$ cat src/rtl/hilo_md_ctrl.sv
`default_nettype none
// ============================================================================
// Module      : hilo_md_ctrl
// Description : EX-stage multiply/divide sequencer. Accepts one mult/multu/
//               div/divu at a time, drives the pipelined multiplier and the
//               iterative divider, stalls EX until the result is ready,
//               honours flush, and issues the HI/LO write. mthi/mtlo are
//               written straight through from IDLE without stalling.
// Revision    : 1.0 - initial release
// ============================================================================
module hilo_md_ctrl #(
    parameter int MUL_LATENCY = 2
) (
    input  logic        clk,
    input  logic        resetn,
    input  logic        op_valid,
    input  logic [2:0]  op,
    input  logic [31:0] src1,
    input  logic [31:0] src2,
    input  logic        flush,
    output logic        stallreq,
    output logic        busy,
    output logic        mul_signed,
    output logic [31:0] mul_ina,
    output logic [31:0] mul_inb,
    input  logic [63:0] mul_result,
    output logic        div_start,
    output logic        div_annul,
    output logic        div_signed,
    output logic [31:0] div_opdata1,
    output logic [31:0] div_opdata2,
    input  logic        div_ready,
    input  logic [63:0] div_result,
    output logic        hi_we,
    output logic        lo_we,
    output logic [31:0] hi_wdata,
    output logic [31:0] lo_wdata
);

    localparam int CNT_W = $clog2(MUL_LATENCY + 1);

    localparam logic [1:0] S_IDLE     = 2'd0;
    localparam logic [1:0] S_MUL_WAIT = 2'd1;
    localparam logic [1:0] S_DIV_WAIT = 2'd2;
    localparam logic [1:0] S_DONE     = 2'd3;

    localparam logic [2:0] OP_MULT  = 3'd1;
    localparam logic [2:0] OP_MULTU = 3'd2;
    localparam logic [2:0] OP_DIV   = 3'd3;
    localparam logic [2:0] OP_DIVU  = 3'd4;
    localparam logic [2:0] OP_MTHI  = 3'd5;
    localparam logic [2:0] OP_MTLO  = 3'd6;

    logic [1:0]       state_q, state_d;
    logic [CNT_W-1:0] cnt_q,   cnt_d;
    logic [2:0]       op_q,    op_d;
    logic [31:0]      src1_q,  src1_d;
    logic [31:0]      src2_q,  src2_d;
    logic [31:0]      hi_q,    hi_d;
    logic [31:0]      lo_q,    lo_d;

    logic is_mul_op;
    logic is_div_op;
    logic accept;

    assign is_mul_op = (op == OP_MULT) || (op == OP_MULTU);
    assign is_div_op = (op == OP_DIV)  || (op == OP_DIVU);
    // Only IDLE accepts, and a flush in the same cycle cancels the acceptance.
    assign accept    = (state_q == S_IDLE) && op_valid && !flush &&
                       (is_mul_op || is_div_op);

    // State register: FSM state, latency counter, latched operands, results.
    always_ff @(posedge clk or negedge resetn) begin
        if (!resetn) begin
            state_q <= S_IDLE;
            cnt_q   <= '0;
            op_q    <= 3'd0;
            src1_q  <= 32'd0;
            src2_q  <= 32'd0;
            hi_q    <= 32'd0;
            lo_q    <= 32'd0;
        end else begin
            state_q <= state_d;
            cnt_q   <= cnt_d;
            op_q    <= op_d;
            src1_q  <= src1_d;
            src2_q  <= src2_d;
            hi_q    <= hi_d;
            lo_q    <= lo_d;
        end
    end

    // Next-state logic: flush beats acceptance, div_ready and counter expiry.
    always_comb begin
        state_d = state_q;
        cnt_d   = cnt_q;
        op_d    = op_q;
        src1_d  = src1_q;
        src2_d  = src2_q;
        hi_d    = hi_q;
        lo_d    = lo_q;
        if (flush) begin
            state_d = S_IDLE;
        end else begin
            case (state_q)
                S_IDLE: begin
                    if (accept) begin
                        op_d   = op;
                        src1_d = src1;
                        src2_d = src2;
                        if (is_mul_op) begin
                            state_d = S_MUL_WAIT;
                            cnt_d   = CNT_W'(MUL_LATENCY);
                        end else if (src2 != 32'd0) begin
                            state_d = S_DIV_WAIT;
                        end else begin
                            // Divide by zero: architected result without
                            // ever starting the divider.
                            state_d = S_DONE;
                            hi_d    = src1;
                            lo_d    = 32'hFFFF_FFFF;
                        end
                    end
                end
                S_MUL_WAIT: begin
                    cnt_d = cnt_q - CNT_W'(1);
                    if (cnt_q == CNT_W'(1)) begin
                        hi_d    = mul_result[63:32];
                        lo_d    = mul_result[31:0];
                        state_d = S_DONE;
                    end
                end
                S_DIV_WAIT: begin
                    if (div_ready) begin
                        hi_d    = div_result[63:32];
                        lo_d    = div_result[31:0];
                        state_d = S_DONE;
                    end
                end
                default: begin
                    state_d = S_IDLE;
                end
            endcase
        end
    end

    // Output logic: resource operands only in their wait state, HI/LO write
    // in DONE or from an IDLE mthi/mtlo; IDLE-path outputs forced low in reset.
    always_comb begin
        stallreq    = 1'b0;
        busy        = (state_q != S_IDLE);
        mul_signed  = 1'b0;
        mul_ina     = 32'd0;
        mul_inb     = 32'd0;
        div_start   = 1'b0;
        div_annul   = 1'b0;
        div_signed  = 1'b0;
        div_opdata1 = 32'd0;
        div_opdata2 = 32'd0;
        hi_we       = 1'b0;
        lo_we       = 1'b0;
        hi_wdata    = 32'd0;
        lo_wdata    = 32'd0;
        case (state_q)
            S_IDLE: begin
                stallreq = accept && resetn;
                if (resetn && op_valid && !flush && (op == OP_MTHI)) begin
                    hi_we    = 1'b1;
                    hi_wdata = src1;
                end
                if (resetn && op_valid && !flush && (op == OP_MTLO)) begin
                    lo_we    = 1'b1;
                    lo_wdata = src1;
                end
            end
            S_MUL_WAIT: begin
                stallreq   = 1'b1;
                mul_signed = (op_q == OP_MULT);
                mul_ina    = src1_q;
                mul_inb    = src2_q;
            end
            S_DIV_WAIT: begin
                stallreq    = 1'b1;
                div_start   = !flush;
                div_annul   = flush;
                div_signed  = (op_q == OP_DIV);
                div_opdata1 = src1_q;
                div_opdata2 = src2_q;
            end
            default: begin
                if (!flush) begin
                    hi_we    = 1'b1;
                    lo_we    = 1'b1;
                    hi_wdata = hi_q;
                    lo_wdata = lo_q;
                end
            end
        endcase
    end

endmodule
`default_nettype wire
$ cat config.mk
export PLATFORM = sky130hd
export DESIGN_NAME = hilo_md_ctrl
export DESIGN_NICKNAME = d
export VERILOG_FILES = /design/src/rtl/hilo_md_ctrl.sv
export SDC_FILE = /design/constraint.sdc
export NUM_CORES = 1
export LEC_CHECK = 0
export ABC_CLOCK_PERIOD_IN_PS = 4800
export BUFFER_PORTS_ARGS = -buffer_cell sky130_fd_sc_hd__buf_2
export CAP_MARGIN = 25
export CORE_AREA = 3 3 156 158
export CTS_BUF_LIST = sky130_fd_sc_hd__clkbuf_4
export DETAILED_ROUTE_END_ITERATION = 7
export DIE_AREA = 0 0 159 161
export HOLD_SLACK_MARGIN = 0.12
export PLACE_DENSITY = 0.71
export SYNTH_ARGS = -nofsm -noshare
export SYNTH_HDL_FRONTEND = slang
export SYNTH_SLANG_ARGS = --single-unit
$ cat constraint.sdc
create_clock -name clk -period 4.8 [get_ports clk]
set_clock_uncertainty 0.15 [all_clocks]
set_input_delay 0.96 -clock clk [delete_from_list [all_inputs] [get_ports clk]]
set_output_delay 0.96 -clock clk [all_outputs]
set_load 0.01 [all_outputs]
==> summary.md <==
| Metric | Value |
|---|---|
| Finished Core Util | 46.1% |
| Depth of the worst register-to-register path | 8 |
| Half-perimeter wire length after placement | 19.9 mm |
| Worst slack after detailed placement | 0.832 ns |
| Final clock period utilization by the worst path | 86.3% |
| Endpoint class of the critical path | output port |
| Die boundary width | 159 um |
| Average vias per placed instance | 4.97 |
| Aggregate routed wire length | 28.0 mm |
| Clock tree from TritonCTS | built |
| Tightest slew margin relative to the limit | 30.7% |
| Number of nets in the final layout | 1445 |
| Element type at the critical path start | flop |
| Clock insertion delay at the later pin of the skew report | 0.52 ns |
| Top cells by area, synth | sky130_fd_sc_hd__dfrtp_1, sky130_fd_sc_hd__mux2_4, sky130_fd_sc_hd__nand2_1 |
| Final WS setup | 0.660 ns |
| Type of the worst setup path | reg2out |
| Hold_buf cts | 0 |
| Effective utilization at floorplan | 35.2% |
| Clock root cell | sky130_fd_sc_hd__clkbuf_4 |
| Power Dens Cells | 465 mW/mm^2 |
| Initial antenna violation count | 3 |
| Total number of vias | 7822 |
| Fraction of layout instances using a drive strength above 1 | 41.8% |
| Critical path required time | 3.69 ns |
| Placed Instances | 1539 |
| Synth Net Count | 1089 |
| IO Port Bufs | 399 |
| Floorplan die area | 0.0256 mm^2 |
| Global-route wire length before repair | 43.7 mm |
| Hold Crit Endpoint | src1_q[26] |
| Gate count after technology mapping | 884 |
| Peak supply drop | 0.000248 V |
| Filler cell count in the final layout | 2264 |
| Final estimated routing congestion in global placement | 0.878 |
| Vias in the first global route | 7739 |
| Cells on Worst Hold Path | 2 |
| FF+latch area | 0.00338 mm^2 |
| Number of enable-type register cells in the synthesized netlist | 0 |
| Top-count cell post-synth | sky130_fd_sc_hd__nand2_1 |
| Synth Warn # | 0 |
| Detail Route Antenna Nets | 0 |
| Reported leakage power | 5.87 nW |
| Total area of multi-input combinational cells | 0.00446 mm^2 |
| Biggest area consumer among synthesized cells | sky130_fd_sc_hd__dfrtp_1 |
| Inserted Clock Buffers | 17 |
| Residual DRC | 0 |
| Final non-filler cell area | 0.0107 mm^2 |
| Portion of synthesized cell area occupied by the leading cell type | 41.2% |
| Fmax | 0.242 GHz |
| Count of instances resized after the clock tree is built | 0 |
| # IOs | 400 |
| Commonest cells in the synthesized netlist | sky130_fd_sc_hd__nand2_1, sky130_fd_sc_hd__dfrtp_1, sky130_fd_sc_hd__and2_1 |
| Share of the yosys chip area belonging to registers | 41.2% |
| Launch instance of the worst register-to-register path | state_q[0] |
| Pin count of the biggest net entering global routing | 100 |
| Flip-flop and latch count after synthesis | 135 |
| Pins Over Slew Limit | 0 |
| Placement row count | 56 |
| Synthesized area divided by synthesized cell count | 9.27 um^2 |
| Die H | 161 um |
| Pin slew with the least headroom to its limit | 1.04 ns |
| Global-route congestion overflow total | 0 |
| Fraction of registers with async set/reset | 100% |
| Number of clock sinks seen by CTS | 135 |
| CTS Buffer Depth | 2 |
| Synth Flop Type | sky130_fd_sc_hd__dfrtp_1 |
| Count of cell types in the netlist | 41 |
| Run status | complete, no violations |
| Placeable core region | 0.0233 mm^2 |
| Violation count after the first detailed-route iteration | 659 |
| Post-route insts no fill | 1573 |
| Crit path max fanout | 27 |
| Routed WL per cell | 17.8 um |
| CTS H-tree depth | 4 |
| Buffers inserted during post-CTS setup optimization | 0 |
| Area Overhead vs Synth | 30.8% |
| R2r setup slk | 1.39 ns |
| Cell Area, Synth | 0.00819 mm^2 |
| CP Data Arrival Time | 3.03 ns |
| Endpoints failing hold | 0 |
| Setup repair after global routing missed its margin | false |
| Class of the tightest hold or removal check | reg2reg |
| Number of endpoints failing setup at the final stage | 0 |
| Area after detailed placement | 0.0104 mm^2 |
| Endpoint of the most critical register-to-register path | hi_q[7] |
| Hold path startpoint | src1_q[26] |
| First-pass DRT Iterations | 5 |
| Final Critical Period | 4.14 ns |
| CTS clock-pin slew for the worst setup and hold paths | 0.11 ns |
| Count of maximum capacitance violations | 0 |
| GRT Overall Usage | 21.3% |
| Total negative slack for setup checks | 0 ns |
[per-stage QoR]
stage          hold slack, ns  total power [W]
2_1_floorplan           0.302          0.00344
3_3_place_gp            0.315          0.00412
3_5_place_dp            0.323          0.00417
4_1_cts                 0.354          0.00502
5_1_grt                 0.379          0.00537
6_report                0.352          0.00498
[worst max path at each step]
stage	startpoint	to	slack [ns]	cells after the start
detailed placement	flush	lo_wdata[19]	0.83	7
global route	state_q[0]	lo_wdata[19]	0.41	8
CTS	state_q[0]	lo_wdata[19]	0.60	8
global placement	flush	lo_wdata[2]	0.91	7
finish	state_q[0]	lo_wdata[11]	0.66	8
floorplan	op[1]	stallreq	1.60	6
[logic make-up after synthesis]
group                      synth area share [%]
and+or+nand+nor                            24.4
AOI/OAI and AO/OA                          16.4
adders and majority gates                 0.764
xor gates and xnor gates                  0.107
muxes                                      11.9
buffers and inverters                      5.15
DFF                                        41.2
[cells in the final DEF (no fill, tap or decap), drive strengths merged, types with 3 or more instances in the layout]
cell,n
nand2,226
bufinv,3
buf,412
a22oi,64
and2,129
nor4,9
dfrtp,135
inv,9
o21ai,4
clkinv,6
a22o,66
nor2,39
ha,5
clkbuf,17
mux2,66
a21oi,37
[sequential cells by signal (all words and copies together) (netlist names)]
register  flops
cnt_q         2
src2_q       32
op_q          3
hi_q         32
state_q       2
src1_q       32
lo_q         32
[worst max-delay path, stage by stage (launching register included)]
cell and delay (ns):
sky130_fd_sc_hd__dfrtp_1 0.46, sky130_fd_sc_hd__inv_1 0.19, sky130_fd_sc_hd__ha_4 0.19, sky130_fd_sc_hd__and3b_1 0.29, sky130_fd_sc_hd__nand4b_1 0.26, sky130_fd_sc_hd__nor3b_4 0.53, sky130_fd_sc_hd__buf_12 0.27, sky130_fd_sc_hd__a22o_1 0.17
sky130_fd_sc_hd__buf_2 0.13
[final cells by class]
type / instances / area share, %
Clock inverter: 14 / 1.63
Sequential cell: 135 / 31.5
Multi-Input combinational cell: 668 / 41.6
Timing Repair Buffer: 412 / 20.0
Tap cell: 319 / 3.73
Antenna cell: 2 / 0.0467
Clock buffer: 17 / 1.19
Inverter: 6 / 0.210
[report_power, final]
group / switching, W / internal (W)
combinational: 0.00105 / 0.00102
clock: 0.000467 / 0.000363
sequential: 0.000412 / 0.00167
total: 0.00193 / 0.00305
[routing by layer]
metal / wire length [um] / GRT usage, % / share of wire (%) / vias to the layer above
met5: 13 / 0 / 0.046 / -
met3: 1850 / 4.64 / 6.6 / 46
li1: - / - / - / 3741
met4: 635 / 6.80 / 2.3 / 2
met1: 11800 / 28.1 / 42 / 3648
met2: 13700 / 35.2 / 49 / 385
No activity file was read; power rests on OpenSTA's default activity.
